$ cat src/rtl/ram_arbiter.sv
// Arbiter sharing a single-port RAM between the CPU memory path and a debug/loader port.
// Define ARB_RR_EN for round-robin arbitration on ties; the default build gives the CPU fixed priority.
module ram_arbiter #(
   parameter int ADDR_W = 8,
   parameter int DATA_W = 8,
   parameter int RD_LAT = 1
) (
   input  logic              ARB_clk,
   input  logic              ARB_rst,
   input  logic              cpu_req,
   input  logic              cpu_we,
   input  logic [ADDR_W-1:0] cpu_addr,
   input  logic [DATA_W-1:0] cpu_wdata,
   output logic              cpu_ack,
   output logic [DATA_W-1:0] cpu_rdata,
   input  logic              dbg_req,
   input  logic              dbg_we,
   input  logic [ADDR_W-1:0] dbg_addr,
   input  logic [DATA_W-1:0] dbg_wdata,
   output logic              dbg_ack,
   output logic [DATA_W-1:0] dbg_rdata,
   output logic [ADDR_W-1:0] ram_addr,
   output logic [DATA_W-1:0] ram_wdata,
   output logic              ram_we,
   output logic              ram_re,
   input  logic [DATA_W-1:0] ram_rdata,
   output logic              busy,
   output logic              owner
);

   localparam int CNT_W = 2;

   typedef enum logic [1:0] {
      ST_IDLE,
      ST_GRANT,
      ST_WAIT,
      ST_DONE
   } state_t;

   state_t             state_q,      state_d;
   logic               we_q,         we_d;
   logic [CNT_W-1:0]   cnt_q,        cnt_d;
   logic               owner_q,      owner_d;
   logic               last_owner_q, last_owner_d;
   logic [ADDR_W-1:0]  ram_addr_q,   ram_addr_d;
   logic [DATA_W-1:0]  ram_wdata_q,  ram_wdata_d;
   logic               ram_we_q,     ram_we_d;
   logic               ram_re_q,     ram_re_d;
   logic               cpu_ack_q,    cpu_ack_d;
   logic               dbg_ack_q,    dbg_ack_d;
   logic [DATA_W-1:0]  cpu_rdata_q,  cpu_rdata_d;
   logic [DATA_W-1:0]  dbg_rdata_q,  dbg_rdata_d;
   logic               busy_q,       busy_d;
   logic               grant_dbg;

`ifdef ARB_RR_EN
   // On a tie, the requester that was not served last goes next.
   assign grant_dbg = dbg_req && (!cpu_req || !last_owner_q);
`else
   logic unused_last_owner;
   assign grant_dbg         = dbg_req && !cpu_req;
   assign unused_last_owner = last_owner_q;
`endif

   // Outputs are computed from the next state so every output is a flop.
   always_comb begin
      // NOTE: every variable gets a default before the case so no path leaves it unassigned and infers a latch.
      state_d      = state_q;
      we_d         = we_q;
      cnt_d        = cnt_q;
      owner_d      = owner_q;
      last_owner_d = last_owner_q;
      ram_addr_d   = ram_addr_q;
      ram_wdata_d  = ram_wdata_q;
      ram_we_d     = 1'b0;
      ram_re_d     = 1'b0;
      cpu_ack_d    = 1'b0;
      dbg_ack_d    = 1'b0;
      cpu_rdata_d  = cpu_rdata_q;
      dbg_rdata_d  = dbg_rdata_q;

      case (state_q)
         ST_IDLE: begin
            if (cpu_req || dbg_req) begin
               owner_d     = grant_dbg;
               we_d        = grant_dbg ? dbg_we    : cpu_we;
               ram_addr_d  = grant_dbg ? dbg_addr  : cpu_addr;
               ram_wdata_d = grant_dbg ? dbg_wdata : cpu_wdata;
               ram_we_d    = we_d;
               ram_re_d    = !we_d;
               state_d     = ST_GRANT;
            end
         end

         ST_GRANT: begin
            if (we_q) begin
               cpu_ack_d = !owner_q;
               dbg_ack_d = owner_q;
               state_d   = ST_DONE;
            end else begin
               cnt_d   = CNT_W'(RD_LAT - 1);
               state_d = ST_WAIT;
            end
         end

         ST_WAIT: begin
            if (cnt_q == '0) begin
               if (owner_q) begin
                  dbg_rdata_d = ram_rdata;
               end else begin
                  cpu_rdata_d = ram_rdata;
               end
               cpu_ack_d = !owner_q;
               dbg_ack_d = owner_q;
               state_d   = ST_DONE;
            end else begin
               cnt_d = cnt_q - 1'b1;
            end
         end

         ST_DONE: begin
            last_owner_d = owner_q;
            state_d      = ST_IDLE;
         end

         default: state_d = ST_IDLE;
      endcase

      busy_d = (state_d != ST_IDLE);
   end

   always_ff @(posedge ARB_clk or posedge ARB_rst) begin
      if (ARB_rst) begin
         state_q      <= ST_IDLE;
         we_q         <= 1'b0;
         cnt_q        <= '0;
         owner_q      <= 1'b0;
         last_owner_q <= 1'b1;
         ram_addr_q   <= '0;
         ram_wdata_q  <= '0;
         ram_we_q     <= 1'b0;
         ram_re_q     <= 1'b0;
         cpu_ack_q    <= 1'b0;
         dbg_ack_q    <= 1'b0;
         cpu_rdata_q  <= '0;
         dbg_rdata_q  <= '0;
         busy_q       <= 1'b0;
      end else begin
         // NOTE: non-blocking assignments so every flop samples the pre-edge value of the others.
         state_q      <= state_d;
         we_q         <= we_d;
         cnt_q        <= cnt_d;
         owner_q      <= owner_d;
         last_owner_q <= last_owner_d;
         ram_addr_q   <= ram_addr_d;
         ram_wdata_q  <= ram_wdata_d;
         ram_we_q     <= ram_we_d;
         ram_re_q     <= ram_re_d;
         cpu_ack_q    <= cpu_ack_d;
         dbg_ack_q    <= dbg_ack_d;
         cpu_rdata_q  <= cpu_rdata_d;
         dbg_rdata_q  <= dbg_rdata_d;
         busy_q       <= busy_d;
      end
   end

   assign cpu_ack   = cpu_ack_q;
   assign dbg_ack   = dbg_ack_q;
   assign cpu_rdata = cpu_rdata_q;
   assign dbg_rdata = dbg_rdata_q;
   assign ram_addr  = ram_addr_q;
   assign ram_wdata = ram_wdata_q;
   assign ram_we    = ram_we_q;
   assign ram_re    = ram_re_q;
   assign busy      = busy_q;
   assign owner     = owner_q;

endmodule
$ cat config.mk
export PLATFORM = sky130hd
export DESIGN_NAME = ram_arbiter
export DESIGN_NICKNAME = d
export VERILOG_FILES = /design/src/rtl/ram_arbiter.sv
export SDC_FILE = /design/constraint.sdc
export NUM_CORES = 1
export LEC_CHECK = 0
export BUFFER_PORTS_ARGS = -buffer_cell sky130_fd_sc_hd__buf_2
export CAP_MARGIN = 20
export CORE_UTILIZATION = 50
export DETAILED_ROUTE_END_ITERATION = 10
export MAX_ROUTING_LAYER = met4
export PLACE_DENSITY = 0.9
export SYNTH_ARGS = -nofsm -noshare
export SYNTH_HDL_FRONTEND = slang
export SYNTH_SLANG_ARGS = --single-unit
export TNS_END_PERCENT = 50
$ cat constraint.sdc
create_clock -name ARB_clk -period 2 [get_ports ARB_clk]
set_input_delay 0.3 -clock ARB_clk [delete_from_list [all_inputs] [get_ports ARB_clk]]
set_output_delay 0.3 -clock ARB_clk [all_outputs]
set_load 0.01 [all_outputs]
Word level (Yosys, flattened, before mapping)
Index checks and enable logic that the tools add are counted.
Widths: inputs -> output; s select.
{"block": "word_totals", "register_bits": 43, "inputBits": 46, "out_inout_bits": 38, "wordCells": 53}
{"block": "op_classes", "add_sub_neg": 1, "n_eq_ne": 5, "muxes": 20, "bitwise": 1, "reduce_logical": 13}
{"operator": "$mux 8", "count": 2}
{"operator": "$mux 1", "count": 10}
{"operator": "$reduce_and 3->1", "count": 3}
{"operator": "$mux 2", "count": 4}
{"operator": "$pmux 2 s4", "count": 1}
{"operator": "$eq 2x2->1 const B", "count": 2}
{"operator": "$logic_not 2->1", "count": 2}
{"operator": "$ne 2x2->1 const B", "count": 2}
{"operator": "$pmux 1 s2", "count": 2}
{"operator": "$pmux 2 s2", "count": 1}
{"operator": "$reduce_bool 2->1", "count": 2}
{"operator": "$logic_not 1->1", "count": 3}
{"operator": "$eq 2x1->1 const B", "count": 1}
{"operator": "$reduce_and 2->1", "count": 1}
{"operator": "$sub 2x1->2 const B", "count": 1}
{"operator": "$logic_and 1x1->1", "count": 1}
{"operator": "$logic_or 1x1->1", "count": 1}
{"operator": "$not 1->1", "count": 1}

Logic depth before layout (Yosys ltp)
Gate-level depths: netlist of the first run.
{"block": "logic_depth", "depth_word": 6, "mapped_depth": 6, "ltp_nobuf": 5}

Least setup slack after synthesis of the first run
No wires, ideal clock.
{"block": "synth_timing", "kind": "register to register", "from": "reg state_q[0]", "to": "reg cpu_rdata_q[0] (netlist: cpu_rdata[0])", "setup_ps": 125, "t_arrival_ps": 1246, "required_time_ps": 1875, "slack_ps": 630, "stages_incl_launch_ff": 6, "path_buffers": 1, "synth_period_minus_slack_ps": 1370, "path_cell_list": "dfrtp_1 -> inv_1 -> ha_1 -> buf_2 -> nand3b_2 -> mux2_2"}
{"block": "synth_between", "elab_chain_cells": 2}
{"element": "start: declaration", "line_no": "40", "text": "state_t state_q, state_d;"}
{"element": "start signal: assignment", "line_no": "150", "text": "state_q <= state_d;"}
{"element": "$eq 2x2->1", "line_no": "82", "text": "case (state_q)"}
{"element": "$reduce_and 3->1 (no line)"}
{"element": "end signal: assignment", "line_no": "161", "text": "cpu_rdata_q <= cpu_rdata_d;"}
{"element": "end: declaration", "line_no": "51", "text": "logic [DATA_W-1:0] cpu_rdata_q, cpu_rdata_d;"}
No other way between the ends.
A chain may end at the register's enable or synchronous reset.

Worst setup path in the final report of the first run
{"block": "layout_timing", "from": "reg state_q[0]", "to": "reg dbg_rdata_q[7] (netlist: dbg_rdata[7])"}
{"block": "layout_between", "elab_chain_cells": 2}
{"element": "$eq 2x2->1", "line_no": "82"}
{"element": "$reduce_and 3->1 (no line)"}
{"element": "end signal: assignment", "line_no": "162", "text": "dbg_rdata_q <= dbg_rdata_d;"}
{"element": "end: declaration", "line_no": "52", "text": "logic [DATA_W-1:0] dbg_rdata_q, dbg_rdata_d;"}
No other way between the ends.

==> flow_metrics.tcl, run 1 <==
set metrics [dict create \
    critPathTopFamily "flip-flops" \
    ctsRootBufferMaster "clkbuf_8" \
    synth_largest_area_cell "dfrtp_1" \
    areaGrowthSynthToFinish_pct 29.9 \
    peakVddDrop_uv 738 \
    core_area_sq_um 3470 \
    placed_cell_area_sq_um 2300 \
    rsz0062_at_grt "false" \
    power_density_nw_per_um2 1480 \
    cts.htree.levels 2 \
    clkPwrFrac_pct 18.4 \
    slew_headroom_pct 66.4 \
    fin_util_pct 70.0 \
    die_w_um 63.1 \
    fmax_mhz 645 \
    path_cells "inv_1 -> ha_1 -> nand3_2 -> mux2_2" \
    gp_congestion 0.725 \
    syn_avg_cell_area_sq_um 12.4 \
    grt_pass1_wl_mm 6.00 \
    drcViolationCount 0 \
    tightest_slew_ps 504 \
    routed_via_density 4.89 \
    port_buffers 83 \
    worstSkewPairLatency_ps 300 \
    holdBufCountCts 0 \
    overflow 0 \
    die_area_sq_um 3990 \
    synth_top_area_share_pct 57.6 \
    path_clk_slew_ps 80 \
    period_minus_slack_ps 1550 \
    antenna_found_initial 0 \
    drv_slew 0 \
    combPwrFrac_pct 40.5 \
    yosysSeqAreaShare_pct 57.6 \
    power.total_mw 3.58 \
    cts_buffers 5 \
    drtPass1Iterations 3 \
    hp-class "in2async" \
    drive_above_1_share_pct 48.3 \
    period_share_pct 77.5 \
    hpwl_mm 2.75 \
    criticalPathCategory "reg2reg" \
    start_kind "register" \
    routedWlPerCell_um 12.4 \
    synth-seq-cells 43 \
    crit_buf_inv 1 \
    setup_viol 0 \
    synth.distinct_cells 25 \
    drtAntennaViolNets 0 \
    synth_nets 201 \
    cts_tree "built" \
    drt-total-wl_mm 3.53 \
    power_switching_share_pct 34.8 \
    cts_num_sinks 43 \
    fill_cells 271 \
    seqPwrFrac_pct 41.2 \
    die_h_um 63.1 \
    cap_viol_max_count 0 \
    rows 21 \
    slowest_delay_ps 390 \
    grt_pass1_vias 1411 \
    worst-path-max-fanout 8 \
    start_util_pct 53.9 \
    nets 287 \
    drtIter0Drc 15 \
    p_int_mw 2.34 \
    power_switching_mw 1.25 \
    synth_area_sq_um 1870 \
    synth_cells 151 \
    vias 1388 \
    synth-warning-count 0 \
    antennaDiodeCount 0 \
    worstSetupEndpointType "register" \
    layout_common_cells "83 x buf_2, 43 x dfrtp_1, 18 x nand2_1, 18 x mux2i_1, 17 x mux2_2" \
    outcome "completed" \
    cts_buffer_depth 2 \
    io_pins 84 \
    cts_setup_buffers 0 \
    synth_area_leaders "dfrtp_1 58%, mux2_2 10%, mux2i_1 9.6%" \
    grt_max_degree 44 \
    grt_use_total_pct 21.0 \
    ctsResizeCount 0 \
    crit_required_ps 2180 \
    p_leak_nw 1.32 \
    cp_slowest_cell "dfrtp_1" \
    arrival_ps 1730 \
    hold_viol_final 0 \
    clock-skew-final_ps 7.59 \
    finalSetupTns_ps 0 \
    stdcell_area_sq_um 2430 \
    final_common_cell "buf_2" \
]
-- per-layer routing --
layer | track usage (%) | wire (um) | vias to the layer above | part of all wire (%)
li1 | - | - | 692 | -
met1 | 22.3 | 1490 | 626 | 42
met3 | 7.25 | 221 | 4 | 6.3
met2 | 34.9 | 1760 | 66 | 50
met5 | - | 0 | - | 0
met4 | 9.59 | 57 | 0 | 1.6
-- power by group through the flow --
stage	Sequential (mW)	Clock, mW	Combinational, mW
finish	1.48	0.658	1.45
global route	1.53	0.722	1.60
global placement	1.48	0	1.38
floorplan	1.65	0	0.732
detailed placement	1.49	0	1.45
CTS	1.48	0.673	1.45
-- path summary, 6_finish.rpt --
| check | startpoint | end | slack (ps) | cells past startpoint |
|---|---|---|---|---|
| worst max-delay path | state_q[0] | dbg_rdata[7] | 450 | 4 |
| worst min-delay path | ARB_rst | cpu_rdata[5] | 110 | 3 |
| worst min register to register | ram_addr[1] | ram_addr[1] | 490 | 2 |
| max in group asynchronous | ARB_rst | owner | 1550 | 3 |
| min in group ARB_clk | cpu_req | owner | 220 | 2 |
| worst max register to register | state_q[0] | dbg_rdata[7] | 450 | 4 |
-- layout make-up --
class | instances | area [sq um] | share of cell area [%]
tap | 46 | 57.6 | 2.37
timing repair buffer | 86 | 445 | 18.3
inverter | 6 | 22.5 | 0.927
multi-input combinational | 95 | 714 | 29.4
clock buffer | 5 | 68.8 | 2.83
clock inverter | 3 | 43.8 | 1.80
sequential | 43 | 1080 | 44.3
-- cell families after synthesis --
logic type	count (synthesis)	share of synthesized area, %
muxes	35	19.9
DFF	43	57.6
adders and majority gates	4	2.68
buffers and inverters	13	4.22
AOI/OAI and AO/OA	28	8.77
and+or+nand+nor	28	6.89
-- stage by stage --
step / cells / worst slack, ps / hold slack (ps)
after floorplan: 151 / 630 / 386
after global placement: 275 / 307 / 444
after detailed placement: 275 / 152 / 446
after CTS: 283 / 344 / 119
after global routing: 284 / 329 / 148
final: 284 / 449 / 106
-- tightest hold or removal path, stage by stage --
cell	delay [ps]
buf_2	100
clkinv_1	30
buf_4	430
-- cells in the mapped netlist --
library cell	instances
clkbuf_2	1
buf_6	1
o21ai_2	1
or2_2	1
buf_12	1
nand3_2	1
mux2_2	17
nand2_1	18
a22o_1	3
a32oi_1	1
dfrtp_1	43
inv_1	6
a211oi_1	1
nand2b_1	1
ha_1	4
a21oi_1	3
mux2i_1	18
buf_2	4
nor2_1	4
a21o_1	1
nor2b_1	1
o21ai_1	10
o21ai_0	8
nand3b_2	1
and3_1	1
-- flip-flops by register name, indices dropped and copies added (netlist names) --
| name | cells |
|---|---|
| busy | 1 |
| cnt_q | 2 |
| cpu_ack | 1 |
| cpu_rdata | 8 |
| dbg_ack | 1 |
| dbg_rdata | 8 |
| owner | 1 |
| ram_addr | 8 |
| ram_re | 1 |
| ram_wdata | 8 |
| ram_we | 1 |
| state_q | 2 |
| we_q | 1 |
(Power assumes the default switching activity.)
==> run 2, diff against run 1 <==
--- a/config.mk
+++ b/config.mk
@@ -5,12 +5,13 @@
 export SDC_FILE = /design/constraint.sdc
 export NUM_CORES = 1
 export LEC_CHECK = 0
+export ABC_AREA = 1
 export BUFFER_PORTS_ARGS = -buffer_cell sky130_fd_sc_hd__buf_2
 export CAP_MARGIN = 20
-export CORE_UTILIZATION = 50
+export CORE_UTILIZATION = 43
 export DETAILED_ROUTE_END_ITERATION = 10
 export MAX_ROUTING_LAYER = met4
-export PLACE_DENSITY = 0.9
+export PLACE_DENSITY = 0.82
 export SYNTH_ARGS = -nofsm -noshare
 export SYNTH_HDL_FRONTEND = slang
 export SYNTH_SLANG_ARGS = --single-unit
==> constraint.sdc (replaced) <==
create_clock -name ARB_clk -period 1.41 [get_ports ARB_clk]
set_input_delay 0.2115 -clock ARB_clk [delete_from_list [all_inputs] [get_ports ARB_clk]]
set_output_delay 0.2115 -clock ARB_clk [all_outputs]
set_load 0.01 [all_outputs]
==> flow_metrics.tcl, run 2 <==
set metrics [dict create \
    peakVddDrop_uv 879 \
    areaGrowthSynthToFinish_pct 28.5 \
    fmax_mhz 760 \
    antenna_found_initial 0 \
    synth_commonest_cells "111 x nand2_1, 43 x dfrtp_1, 20 x inv_1, 20 x nand3_1, 14 x o21ai_0" \
    synth-warning-count 0 \
    placed_cell_area_sq_um 2460 \
    grt_pass1_wl_mm 7.56 \
    cpMostUsedCell "nand2_1" \
    port_buffers 83 \
    cts_num_sinks 43 \
    grt_max_degree 21 \
    period_minus_slack_ps 1320 \
    drtIter0Drc 94 \
    start_kind "register" \
    drt-total-wl_mm 4.46 \
    synthFlopType "dfrtp_1" \
    p_leak_nw 1.54 \
    power_switching_mw 2.12 \
    synth_nets 293 \
    io_pins 84 \
    antennaDiodeCount 0 \
    hold_viol_final 0 \
    core_area_sq_um 4410 \
    rsz0062_at_grt "false" \
    cts_buffers 5 \
    synth.distinct_cells 18 \
    cp_slowest_cell "dfrtp_1" \
    drtAntennaViolNets 0 \
    critPathTopFamily "flip-flops" \
    seqPwrFrac_pct 41.0 \
    ctsRootBufferMaster "clkbuf_8" \
    criticalPathCategory "reg2reg" \
    synth_area_leaders "dfrtp_1 54%, nand2_1 21%, nand3_1 5.0%" \
    grt_use_total_pct 20.0 \
    synth-seq-cells 43 \
    syn_avg_cell_area_sq_um 8.27 \
    yosysSeqAreaShare_pct 53.5 \
    arrival_ps 1540 \
    clock-skew-final_ps 7.77 \
    setup_viol 0 \
    power_density_nw_per_um2 2010 \
    drtPass1Iterations 4 \
    cap_viol_max_count 0 \
    synth_cells 243 \
    synth_top_area_share_pct 53.5 \
    dp.cells 377 \
    drive_above_1_share_pct 32.9 \
    synth-edff-count 0 \
    vias 1844 \
    outcome "completed" \
    cts_setup_buffers 0 \
    power_switching_share_pct 40.8 \
    p_int_mw 3.08 \
    drv_slew 0 \
    slowest_delay_ps 400 \
    nets 383 \
    stdcell_area_sq_um 2580 \
    slew_headroom_pct 65.6 \
    power.total_mw 5.19 \
    die_area_sq_um 4950 \
    start_util_pct 45.5 \
    path_clk_slew_ps 90 \
    worst_hold_slack_ps 179 \
    die_h_um 70.4 \
    grt_pass1_vias 1734 \
    cts.htree.levels 2 \
    final_common_cell "nand2_1" \
    synth_area_sq_um 2010 \
    die_w_um 70.4 \
    tightest_slew_ps 514 \
    layout_common_cells "111 x nand2_1, 83 x buf_2, 43 x dfrtp_1" \
    overflow 0 \
    gp_congestion 0.902 \
    clkPwrFrac_pct 14.8 \
    cts_tree "built" \
    hpwl_mm 3.43 \
    drcViolationCount 0 \
    finalSetupTns_ps 0 \
    worstSetupEndpointType "register" \
    crit_required_ps 1640 \
    path_cells "inv_1 -> ha_1 -> buf_4 -> o21ai_4 -> nand2_1 -> nand2_1" \
    async_flop_share_pct 100 \
    worstSkewPairLatency_ps 290 \
    fin_cells 386 \
    routedWlPerCell_um 11.6 \
    period_share_pct 93.3 \
    rows 24 \
    cts_buffer_depth 2 \
    synth.most_common_cell "nand2_1" \
    routed_via_density 4.78 \
    hp-class "in2reg" \
    crit_buf_inv 2 \
    synth_largest_area_cell "dfrtp_1" \
    combPwrFrac_pct 44.2 \
    worst-path-max-fanout 19 \
]
[run 2: cell types whose count changed after synthesis, moves of 7 or more]
cell / previous run / this run
nand2_1: 18 / 111
nand3_1: 0 / 20
mux2i_1: 18 / 0
mux2_2: 17 / 0
inv_1: 6 / 20
o21ai_1: 10 / 3
[run 2: power by group through the flow]
stage | registers, mW | clock network [mW] | logic, mW
3_5_place_dp | 2.13 | 0 | 2.27
4_1_cts | 2.12 | 0.788 | 2.28
5_1_grt | 2.20 | 0.842 | 2.60
2_1_floorplan | 2.35 | 0 | 1.21
6_report | 2.13 | 0.770 | 2.30
3_3_place_gp | 2.13 | 0 | 2.14
[run 2: timing repair]
item	CTS	global route
setup endpoints to repair	1	26
hold buffers	1	0
hold endpoints to repair	11	0
gates resized for setup	1	6
pin swaps	0	1
gates cloned	0	0
[run 2: worst paths after layout]
| check | from | endpoint | slack (ps) | depth (start not counted) |
|---|---|---|---|---|
| setup reg to reg | state_q[1] | ram_wdata[4] | 90 | 6 |
| hold / removal | ram_rdata[6] | cpu_rdata[6] | 180 | 3 |
| min in group asynchronous | ARB_rst | cnt_q[1] | 390 | 3 |
| setup / recovery | state_q[1] | ram_wdata[4] | 90 | 6 |
| max in group asynchronous | ARB_rst | dbg_rdata[1] | 500 | 4 |
| hold reg to reg | ram_addr[1] | ram_addr[1] | 480 | 2 |
[run 2: metrics by stage]
step	setup slack, ps	util (%)
6_report	94.9	58.5
3_5_place_dp	19.1	55.7
3_3_place_gp	137	55.7
2_1_floorplan	135	-
5_1_grt	12.6	58.5
4_1_cts	27.8	58.0
[run 2: cell families (layout without fill, tap and decap cells)]
family | count (synthesis) | count (layout) | share of synthesized area, %
buffers and inverters | 30 | 121 | 8.22
AO/OA/AOI/OAI | 19 | 19 | 5.29
AND/OR/NAND/NOR | 147 | 147 | 30.4
flip-flops | 43 | 43 | 53.5
adder cells (fa/ha/maj) | 4 | 4 | 2.49
[run 2: cell type report]
cell class	count	area, sq um
sequential	43	1080
fill	393	1830
multi-input combinational	170	791
clock inverter	3	20.0
clock buffer	5	68.8
tap	52	65.1
timing repair buffer	91	478
inverter	22	82.6
[run 2: per-layer routing]
metal  vias to the layer above  track usage (%)  wire length [um]
met3                         8             5.48               275
met4                         0             5.78                48
li1                        930                -                 -
met5                         -                -                 0
met1                       834             23.2              1940
met2                        72             33.7              2190
[run 2: worst min-delay path: cells and delay by family]
kind,cells,cell delay (ps)
buffers and inverters,2,150
AOI/OAI and AO/OA,1,70
